<file path="src/rtl/uart_rx_fifo.sv">
// rtl/uart_rx_fifo.sv - first-word-fall-through receive FIFO behind the UART receiver
// Buffers received characters with full/empty/almost-full flags, fill count and sticky overrun.
module uart_rx_fifo #(
  parameter int DBIT     = 8,
  parameter int ADDR_W   = 4,
  parameter int AF_LEVEL = 12
) (
  input  logic              clk,
  input  logic              reset,
  input  logic              wr,
  input  logic [DBIT-1:0]   w_data,
  input  logic              rd,
  output logic [DBIT-1:0]   r_data,
  output logic              empty,
  output logic              full,
  output logic              almost_full,
  output logic [ADDR_W:0]   count,
  output logic              overrun,
  input  logic              clr_overrun
);

  localparam int DEPTH = 2**ADDR_W;
  localparam logic [ADDR_W:0] DEPTH_C = (ADDR_W+1)'(DEPTH);
  localparam logic [ADDR_W:0] AF_C    = (ADDR_W+1)'(AF_LEVEL);

  logic [DBIT-1:0]   mem [DEPTH];
  logic [ADDR_W-1:0] wr_ptr;
  logic [ADDR_W-1:0] rd_ptr;
  logic              rd_ok;
  logic              wr_ok;

  // Flags come straight from the count register so they never glitch on next-state logic.
  assign empty       = (count == '0);
  assign full        = (count == DEPTH_C);
  assign almost_full = (count >= AF_C);

  // A pop in the same cycle frees a slot, so a write to a full FIFO still lands.
  assign rd_ok  = rd & ~empty;
  assign wr_ok  = wr & (~full | rd_ok);
  assign r_data = mem[rd_ptr];

  always_ff @(posedge clk) begin
    if (wr_ok) begin
      mem[wr_ptr] <= w_data;
    end
  end

  always_ff @(posedge clk or posedge reset) begin
    if (reset) begin
      wr_ptr  <= '0;
      rd_ptr  <= '0;
      count   <= '0;
      overrun <= 1'b0;
    end else begin
      if (wr_ok) begin
        wr_ptr <= wr_ptr + ADDR_W'(1);
      end
      if (rd_ok) begin
        rd_ptr <= rd_ptr + ADDR_W'(1);
      end
      if (wr_ok && !rd_ok) begin
        count <= count + (ADDR_W+1)'(1);
      end else if (rd_ok && !wr_ok) begin
        count <= count - (ADDR_W+1)'(1);
      end
      // Set has priority over a simultaneous clear.
      if (wr && full && !rd) begin
        overrun <= 1'b1;
      end else if (clr_overrun) begin
        overrun <= 1'b0;
      end
    end
  end

endmodule

</file>
<file path="config.mk">
export PLATFORM = sky130hd
export DESIGN_NAME = uart_rx_fifo
export DESIGN_NICKNAME = d
export VERILOG_FILES = /design/src/rtl/uart_rx_fifo.sv
export SDC_FILE = /design/constraint.sdc
export NUM_CORES = 1
export LEC_CHECK = 0
export ABC_AREA = 1
export CELL_PAD_IN_SITES_DETAIL_PLACEMENT = 1
export CELL_PAD_IN_SITES_GLOBAL_PLACEMENT = 2
export CORE_ASPECT_RATIO = 0.6
export CORE_MARGIN = 5
export CORE_UTILIZATION = 39
export DETAILED_ROUTE_END_ITERATION = 12
export GPL_TIMING_DRIVEN = 0
export PLACE_DENSITY = 0.77
export SLEW_MARGIN = 20
export SYNTH_ARGS = -nofsm -noshare
export SYNTH_HDL_FRONTEND = slang
export SYNTH_SLANG_ARGS = --single-unit
</file>
<file path="constraint.sdc">
create_clock -name clk -period 2.61 [get_ports clk]
set_clock_uncertainty 0.1 [all_clocks]
set_input_delay 0.522 -clock clk [delete_from_list [all_inputs] [get_ports clk]]
set_output_delay 0.522 -clock clk [all_outputs]
set_load 0.05 [all_outputs]
</file>
== Word level (Yosys, flattened, before mapping) ==
Memories as Yosys holds them, arrays and structs flattened.
Cells that the tools add are included.
Storage, ports and cells
  RAM bits: 128
  word-level logic and storage cells: 32
  memories kept: 1
  register bits: 14
Cells by class
  reductions and logical operators: 10
  bitwise logic cells: 5
  order comparisons: 1
  mux-type cells: 6
  equal/unequal tests: 1
  $add $sub $neg: 4
Memory list
  mem: words 16, width 8, read ports 1, clocked after Yosys merged registers in 0, write ports 1, RTL line 26  | logic [DBIT-1:0] mem [DEPTH];
Operator list (count)
  $mux W5: 2
  $add A4 B1 Y4 const B: 2
  $add A5 B1 Y5 const B: 1
  $eq A5 B5 Y1 const B: 1
  $ge A5 B4 Y1 const B: 1
  $logic_not A5 Y1: 1
  $sub A5 B1 Y5 const B: 1
  $logic_and A1 B1 Y1: 4
  $mux W1: 4
  $reduce_bool A2 Y1: 2
  $logic_not A1 Y1: 3
  $and A1 B1 Y1: 2
  $not A1 Y1: 2
  $or A1 B1 Y1: 1

== Longest topological paths before layout ==
  depth after elaboration: 9
  depth in mapped cells: 15
  depth with buffers taken out: 14

== Least setup slack after synthesis ==
OpenSTA, ideal clock, no wires.
  path kind: register to register
  start point: register count[2]
  end point: register count[4]
  arrival time: 2335 ps
  path buffers: 1
  required time: 2392 ps
  clock period less this slack: 2553 ps
  library setup time: 118 ps
  setup slack: 57 ps
  cell stages (with the launch flop): 16
  cells stage by stage: dfrtp_1 nor2_2 nand4_2 nand2_1 buf_2 inv_2 ha_1 fa_1 inv_1 nand2_1 nand2_1 nand2_1 nand2_1 nand2_1 nand2_1 nand2_1
Between the ends
  longest elaborated chain between the ends: 8
  elaborated cells between the ends (all ways): 16
  those cells by class: add/sub: 2; eq/ne: 1; mux: 2; bitwise: 5; reduce/logical: 6
Ends and longest elaborated chain
  start, declared: RTL line 17  | output logic [ADDR_W:0] count,
  start signal, assigned: RTL line 62  | count <= count + (ADDR_W+1)'(1);
  start signal, assigned: RTL line 64  | count <= count - (ADDR_W+1)'(1);
  $logic_not A5 Y1: RTL line 33  | assign empty = (count == '0);
  $not A1 Y1: RTL line 38  | assign rd_ok = rd & ~empty;
  $and A1 B1 Y1: RTL line 38
  $or A1 B1 Y1 (*): RTL line 39  | assign wr_ok = wr & (~full | rd_ok);
  $and A1 B1 Y1 (*): RTL line 39
  via wr_ok: RTL line 30  | logic wr_ok;
  $logic_not A1 Y1: RTL line 63  | end else if (rd_ok && !wr_ok) begin
  $logic_and A1 B1 Y1: RTL line 63
  $reduce_bool A2 Y1 (no source line)
The timed path passes the listed nets; every way through them passes the cells marked *. The select of a mux whose other input is x is not followed.
A chain may end at the register's enable or synchronous reset.

== Final worst setup path ==
  start point: register rd_ptr[0]
  end point: output port r_data[2]
Between the ends
  longest elaborated chain between the ends: 1
Ends and longest elaborated chain
  start, declared: RTL line 28  | logic [ADDR_W-1:0] rd_ptr;
  start signal, assigned: RTL line 59  | rd_ptr <= rd_ptr + ADDR_W'(1);
  $mem_v2 Z16 W8
  end, declared: RTL line 13  | output logic [DBIT-1:0] r_data,
No other way between the ends.

==> results.ini <==
[status]
status=completed

[routing]
wire_per_inst_um=18.7
drc=0
drt_wl_total_um=17500
vias=4536
vias_per_cell=4.84
drtAntennaViolNets=0
drt_iter0_drc=344
first_pass_iters=5

[layout]
antenna_cells=0
area_growth_pct=24.8
nets=721
final_cell_mix=nand2_1, edfxtp_1, inv_1
final_util_pct=49.8
final_area_um2=8090
n_fill_cell=1747
layout-drive-gt1-share_pct=18.3
layout_commonest_cell=nand2_1

[worst_setup_path]
crit_path_end_kind=output port
slowest_delay_ps=410
crit_chain=buf_12 -> clkinv_8 -> buf_8 -> nand2_1 -> nand3_1 -> nand2_1 -> nor2_1 -> nand2_2 -> nand2_2 -> buf_6
worst_path_max_delay_cell=dfrtp_1
cp.required_ps=1990
r2r_cells=12
startpoint_type=flip-flop
arrival_ps=1910
worstPathMaxFanout=10
worst-setup-path-type=reg -> out

[timing]
fin_crit_sh_pct=97.2
min_period_ps=2540
holdWs_ps=389
fmax_ghz=0.394
setup_viol=0
maxSlewHeadroom_pct=44.9
hold_viol=0
tightest_slew_ps=824
slew_violations=0

[power_and_ir_drop]
peakVddDrop_mv=0.662
powerDensity_nw_per_um2=1270
power_mw=10.3
leakagePower_nw=3.36

[clock_tree]
h-tree-depth=4
clock-sinks=142
clk_path_buf_depth=2
clk_pin_slew_ps=60
cts_root_buf=clkbuf_16
clk_latency_ps=420
cts_tree=yes
numCtsBuffers=17

[synthesis]
avgSynthCellArea_um2=10.1
yosysUniqueCellTypes=29
yosysSeqAreaShare_pct=64.7
syn_area_um2=6480
synth_area_leader_cell=edfxtp_1
ys_ff_latch=142
syn_nets=665
yosysTopAreaCellShare_pct=59.3
yosys_warnings=0
yosys-top-cells-area=edfxtp_1, nand2_1, dfrtp_1
syn_inst=641

[global_routing]
grt_use_total_pct=18.9
antenna_found_initial=0
grt_pass1_vias=4699
overflow=0
grt_max_degree=17
grt_pass1_wl_um=26700

[floorplanning]
die_area_um2=19400
num_rows=36
die_h_um=110
initial_core_util_pct=39.9
ios=30
core-area_um2=16300
die_w_um=176

[placement]
gp_congestion=0.766
place.port_buffers=29
dp_hpwl_um=12200
post_dp_cell_area_um2=7120

[flow_run]
drv_cap=0

[hold_path]
hold_class=in -> async

[kinds of logic after synthesis]
kind of cell    Yosys count  synth area share, %
compound gates            8                0.617
xor+xnor                  7                0.946
fa+ha+maj                11                 2.24
buf+inv                 100                 6.99
flops                   142                 64.7
simple gates            373                 24.5
[critical path, delay by kind of cell, from the launching register on]
kind | cells | cell delay, ps
flip-flops | 1 | 410
buffers and inverters | 4 | 520
AND/OR/NAND/NOR | 6 | 550
[routing by layer]
layer	vias up	part of all wire, %	wire length (um)	global-route usage (%)
li1	2199	-	-	-
met1	2245	51	8850	27.5
met4	0	1.0	177	5.24
met2	77	45	7820	29.2
met5	-	0	0	0
met3	15	3.9	676	3.75
[cells in the mapped netlist, drive strengths merged]
library cell,n
a21oi,1
or2,1
xnor2,3
fa,1
inv,75
dfrtp,14
dlymetal6s2s,1
buf,21
nor2,53
xor2,4
clkbuf,3
nand3,60
nand4,3
nor3,16
nand2,240
o21ai,7
edfxtp,128
ha,10
[power breakdown]
group	switching [mW]	leakage, nW	internal [mW]
clock	0.969	0.312	1.73
sequential	0.190	1.33	2.75
combinational	3.05	1.73	1.57
[registers in the layout, summed over array words and instances, names as in the netlist]
name / count
mem: 128
overrun: 1
rd_ptr: 4
wr_ptr: 4
count: 5
[area by class of cell]
| cell class | instances | area [um2] | share of cell area (%) |
|---|---|---|---|
| Tap cell | 228 | 285 | 3.53 |
| Timing Repair Buffer | 37 | 390 | 4.82 |
| Sequential cell | 142 | 4200 | 51.9 |
| Clock buffer | 20 | 447 | 5.52 |
| Clock inverter | 12 | 205 | 2.54 |
| Buffer | 25 | 277 | 3.42 |
| Multi-Input combinational cell | 399 | 1980 | 24.5 |
| Inverter | 75 | 309 | 3.82 |
[final timing paths]
kind,startpoint,endpoint,slack (ps)
min in group clk,overrun,overrun,440
min reg2reg,overrun,overrun,440
max reg2reg,count[2],count[4],210
min,reset,overrun,390
max in group asynchronous,reset,count[3],1570
max,rd_ptr[0],r_data[2],70
[through the flow]
stage	instances	TNS, ps	worst slack [ps]
floorplan	641	0	57.0
global placement	898	-51530	-628
detailed placement	900	-25180	-539
CTS	935	0	22.7
global route	938	-52.8	-18.3
finish	938	0	73.7
[timing repair]
action | CTS | global route
hold buffers | 0 | 0
resized for setup | 89 | 36
pin swaps | 1 | 3
setup buffers | 3 | 2
endpoints found under the setup margin | 20 | 10
cloned | 0 | 1
(Power assumes the default switching activity.)
